**config.mk**
```make
export PLATFORM = sky130hd
export DESIGN_NAME = instr_fetch_unit
export DESIGN_NICKNAME = d
export VERILOG_FILES = /design/src/rtl/fetch_pkg.sv /design/src/rtl/fetch_ir_buf.sv /design/src/rtl/instr_fetch_unit.sv
export SDC_FILE = /design/constraint.sdc
export NUM_CORES = 1
export LEC_CHECK = 0
export ABC_AREA = 1
export BUFFER_PORTS_ARGS = -buffer_cell sky130_fd_sc_hd__buf_2
export CAP_MARGIN = 15
export CORE_MARGIN = 5
export CORE_UTILIZATION = 48
export DETAILED_ROUTE_END_ITERATION = 16
export PLACE_DENSITY = 0.79
export SLEW_MARGIN = 40
export SYNTH_ARGS = -nofsm -noshare
export SYNTH_HDL_FRONTEND = slang
export SYNTH_SLANG_ARGS = --single-unit
```
**constraint.sdc**
```tcl
create_clock -name clk -period 2.4 [get_ports clk]
set_input_delay 0.24 -clock clk [delete_from_list [all_inputs] [get_ports clk]]
set_output_delay 0.24 -clock clk [all_outputs]
set_load 0.05 [all_outputs]
```
**src/rtl/fetch_pkg.sv**
```systemverilog
// Shared types and default widths for the instruction fetch stage.
package fetch_pkg;

   localparam int ADDR_W_DEF = 16;
   localparam int DATA_W_DEF = 16;
   localparam int CNT_W_DEF  = 16;

   typedef logic [2:0] state_t;

   localparam state_t S_IDLE = 3'd0;
   localparam state_t S_REQ  = 3'd1;
   localparam state_t S_WAIT = 3'd2;
   localparam state_t S_HOLD = 3'd3;
   localparam state_t S_RDR1 = 3'd4;
   localparam state_t S_RDR2 = 3'd5;

endpackage

```
**src/rtl/fetch_ir_buf.sv**
```systemverilog
// One-entry holding register for the fetched instruction.
// Squash beats load, load beats accept.
module fetch_ir_buf
   import fetch_pkg::*;
#(
   parameter int DATA_W = DATA_W_DEF
) (
   input  logic              clk,
   input  logic              rst,
   input  logic              load,
   input  logic              squash,
   input  logic              accept,
   input  logic [DATA_W-1:0] data,
   output logic [DATA_W-1:0] ir_out,
   output logic              ir_valid
);

   always_ff @(posedge clk or posedge rst) begin
      if (rst) begin
         ir_out   <= '0;
         ir_valid <= 1'b0;
      end else if (squash) begin
         ir_valid <= 1'b0;
      end else if (load) begin
         ir_out   <= data;
         ir_valid <= 1'b1;
      end else if (accept) begin
         ir_valid <= 1'b0;
      end
   end

endmodule

```
**src/rtl/instr_fetch_unit.sv**
```systemverilog
// Fetch stage: one memory read per instruction, PC increment/redirect
// pulses, and a valid/ready hand-off of the fetched word to decode.
module instr_fetch_unit
   import fetch_pkg::*;
#(
   parameter int ADDR_W = ADDR_W_DEF,
   parameter int DATA_W = DATA_W_DEF,
   parameter int CNT_W  = CNT_W_DEF
) (
   input  logic              clk,
   input  logic              rst,
   input  logic [ADDR_W-1:0] pc_in,
   output logic              pc_inc_en,
   output logic              pc_write_en,
   output logic [ADDR_W-1:0] pc_load_addr,
   input  logic              jump_req,
   input  logic [ADDR_W-1:0] jump_addr,
   input  logic              halt,
   output logic              mem_rd_en,
   output logic [ADDR_W-1:0] mem_addr,
   input  logic [DATA_W-1:0] mem_rdata,
   input  logic              mem_rvalid,
   output logic [DATA_W-1:0] ir_out,
   output logic              ir_valid,
   input  logic              ir_ready,
   output logic [CNT_W-1:0]  fetch_cnt,
   output logic              busy
);

   state_t state;
   state_t state_nxt;
   logic   drop_pend;
   logic   drop_nxt;
   logic   rsp_ok;
   logic   load;
   logic   accept;
   logic   issue;

   always_comb begin
      rsp_ok = (state == S_WAIT) && mem_rvalid && !drop_pend;
      load   = rsp_ok && !jump_req;
      accept = ir_valid && ir_ready && !jump_req;
      issue  = (state == S_REQ) && !jump_req;
      // a response arriving with the jump is simply dropped, nothing pends
      if (drop_pend)
         drop_nxt = !mem_rvalid;
      else
         drop_nxt = (state == S_WAIT) && jump_req && !mem_rvalid;
   end

   always_comb begin
      state_nxt = state;
      if (jump_req) begin
         state_nxt = S_RDR1;
      end else begin
         case (state)
            S_IDLE: if (!halt) state_nxt = S_REQ;
            S_REQ:  state_nxt = S_WAIT;
            S_WAIT: if (rsp_ok) state_nxt = S_HOLD;
            S_HOLD:
               if (accept)
                  state_nxt = halt ? S_IDLE : S_REQ;
            S_RDR1: state_nxt = S_RDR2;
            S_RDR2:
               if (!drop_pend)
                  state_nxt = halt ? S_IDLE : S_REQ;
            default: state_nxt = S_IDLE;
         endcase
      end
   end

   always_ff @(posedge clk or posedge rst) begin
      if (rst) begin
         state        <= S_IDLE;
         drop_pend    <= 1'b0;
         busy         <= 1'b0;
         pc_inc_en    <= 1'b0;
         pc_write_en  <= 1'b0;
         pc_load_addr <= '0;
         mem_rd_en    <= 1'b0;
         mem_addr     <= '0;
         fetch_cnt    <= '0;
      end else begin
         state       <= state_nxt;
         drop_pend   <= drop_nxt;
         busy        <= (state_nxt != S_IDLE);
         pc_inc_en   <= load;
         pc_write_en <= jump_req;
         mem_rd_en   <= issue;
         if (jump_req)
            pc_load_addr <= jump_addr;
         if (issue)
            mem_addr <= pc_in;
         if (accept)
            fetch_cnt <= fetch_cnt + 1'b1;
      end
   end

   fetch_ir_buf #(
      .DATA_W (DATA_W)
   ) u_ir_buf (
      .clk      (clk),
      .rst      (rst),
      .load     (load),
      .squash   (jump_req),
      .accept   (accept),
      .data     (mem_rdata),
      .ir_out   (ir_out),
      .ir_valid (ir_valid)
   );

endmodule
```
==> impl_metrics.yaml <==
setup_path:
  reg2reg_slack_ps: 970
  crit_start: "fetch_cnt[1]"
  cpPeakStageDelay_ps: 410
  cp_slowest_cell: "dfrtp_1"
  arrival_ps: 1640
  start_kind: "register"
  r2r-start: "fetch_cnt[1]"
  critPathKind: "reg -> reg"
  crit_top_cell: "nand2_1"
  reg2reg_depth: 8
  crit_chain: "ha_1 -> nand2_1 -> nor2_2 -> nand3_4 -> nor2_4 -> nand3_1 -> nand2_1 -> nand2_1"
  r2r_end: "fetch_cnt[14]"
  required_ps: 2610
  crit_fanout: 6
  worstSetupEndpoint: "fetch_cnt[14]"
  crit_path_end_kind: "register"
global_route:
  grt_max_degree: 49
  gr-total-overflow: 0
  grt_pass1_vias: 2632
  grt_pass1_wl_mm: 11.8
  grt_antenna_before_repair: 0
  grtUsageTotal_pct: 17.0
detailed_routing:
  drt-initial-drc-count: 92
  wirelength_mm: 6.71
  routed-via-count: 2614
  first_pass_iters: 5
  route.detailed.drc: 0
  wl_per_cell_um: 12.0
  m1WireLength_mm: 2.81
  wl_met3_um: 469
  vias_per_cell: 4.68
  wl_met2_mm: 3.34
  detail-route-antenna-nets: 0
  top_layer: "met4"
floorplanning:
  rows: 29
  initial_core_util_pct: 48.8
  die_area_um2: 8130
  die_h_um: 90.1
  core_area_um2: 6310
  ios: 123
  die_w_um: 90.1
synth:
  yosysWarnings: 0
  synth_most_common_cell: "nand2_1"
  synth_commonest_cells: "188 x nand2_1, 73 x dfrtp_1, 21 x inv_1"
  syn_inst: 351
  synth_top_area_share_pct: 59.3
  synthesis.nets: 406
  ys.flop_type: "dfrtp_1"
  synthArstFlopShare_pct: 100
  ys_ff_latch: 73
  netlist_top_cells_area: "dfrtp_1 59%, nand2_1 23%, inv_1 2.6%"
  synth_seq_area_share_pct: 59.3
  synth_edf_count: 0
  syn_area_per_cell_um2: 8.78
  synth_cell_types: 26
  synth_top_area_cell: "dfrtp_1"
  synthesis.area_um2: 3080
pwr:
  intPower_mw: 2.12
  sw_frac_of_total_pct: 36.6
  seq_power_share_pct: 43.8
  p_sw_mw: 1.22
  clockPowerShare_pct: 28.1
  p_per_area_nw_per_um2: 844
  leakage_nw: 2.35
  combPwrFrac_pct: 28.1
  ir_worst_vdd_v: 0.000619
  p_total_mw: 3.34
placed_design:
  portBuffers: 122
  dpl.hpwl_mm: 5.00
  placed_area_um2: 3750
  gp_congestion: 0.834
  dpl_worst_slack_ps: 713
  place_inst: 543
finish:
  final_nets: 533
  drive_gt1_share_pct: 32.2
  utilization_pct: 62.7
  stdcell_area_um2: 3960
  final_cells: 559
  syn_to_final_growth_pct: 28.4
  insertedDiodeCount: 0
clock_network:
  cts_tree: "yes"
  cts_buffers: 9
  cts-root-buf: "clkbuf_8"
  h-tree-depth: 3
  cts_resized: 0
  clock-sinks: 73
  path_clk_slew_ps: 70
  clk_latency_ps: 330
  cts.path.max_buffers: 2
run_status:
  outcome: "finished clean"
timing:
  worst_pin_slew_ps: 557
  post-route-period-util_pct: 59.8
  relSlewSlack_pct: 62.8
  finalWorstSetupSlack_ps: 966
  rsz0062_at_grt: "false"
  tns_ps: 0
  hold_ws_ps: 81.3
  setup_viol: 0
  slew_violations: 0
  max_freq_ghz: 0.697
  fin_skew_ps: 10.0
  min_period_ps: 1430
  hold_viol_final: 0
worst_hold_path:
  min_path_type: "in -> reg"
job:
  max_cap_viol_count: 0
## final cells by class
class                   count  area, µm²
fillers                   553       2360
flip-flops and latches     73       1830
multi-input cells         246       1110
repair buffers            124        641
clock buffers              12        155
well taps                  77       96.3
inverters                  24       92.6
clock inverters             3       40.0
## routing by layer
layer,global-route usage (%),vias up
met1,20.9,1213
met4,5.71,0
li1,-,1312
met5,0,-
met3,4.34,10
met2,29.0,79
## cells by family after synthesis
group	synth area share, %
simple gates	31.9
flops	59.3
buf+inv	4.87
xor+xnor	2.56
compound gates	1.01
fa+ha+maj	0.406
## how the worst min path moves through the flow
stage | from | to | slack, ps | depth (start not counted)
2_1_floorplan | jump_req | pc_write_en | 270 | 0
3_3_place_gp | rst | mem_addr[9] | 320 | 2
3_5_place_dp | rst | mem_addr[9] | 330 | 2
4_1_cts | mem_rvalid | drop_pend | 60 | 2
5_1_grt | mem_rvalid | drop_pend | 60 | 2
6_report | mem_rvalid | drop_pend | 80 | 2
## registers in the layout, summed over array words and instances, names as in the netlist
signal,flops
pc_load_addr,16
u_ir_buf.ir_out,16
fetch_cnt,16
pc_write_en,1
state,3
mem_addr,16
u_ir_buf.ir_valid,1
drop_pend,1
pc_inc_en,1
mem_rd_en,1
busy,1
## power by group through the flow
stage                     Clock (mW)  Sequential [mW]  Combinational, mW
after global routing            1.02             1.48               1.00
after detailed placement           0             1.48              0.950
after CTS                      0.974             1.46              0.952
after global placement             0             1.48              0.939
after floorplan                    0             2.01              0.176
final                          0.939             1.46              0.939
## critical path: cells and delay by family, from the launching register on
family	cells	cell delay, ps
flops	1	410
fa+ha+maj	1	190
simple gates	7	710
## layout by cell type (no fill, tap or decap), types with 2 or more instances in the layout
cell	n
a21oi_1	2
buf_2	122
clkbuf_8	11
clkinv_2	2
dfrtp_1	73
inv_1	20
inv_2	3
nand2_1	188
nand2_2	3
nand3_1	5
nand3_4	2
nand4_1	4
nor2_1	16
nor2_2	3
nor2_4	4
o21ai_0	3
xnor2_1	5
xor2_1	4
## repair_timing
action,CTS,global route
buffers inserted,0,0
hold buffers,1,0
setup endpoints to repair,0,0
hold endpoints to repair,25,0
Power figures use the tool's default switching activity.
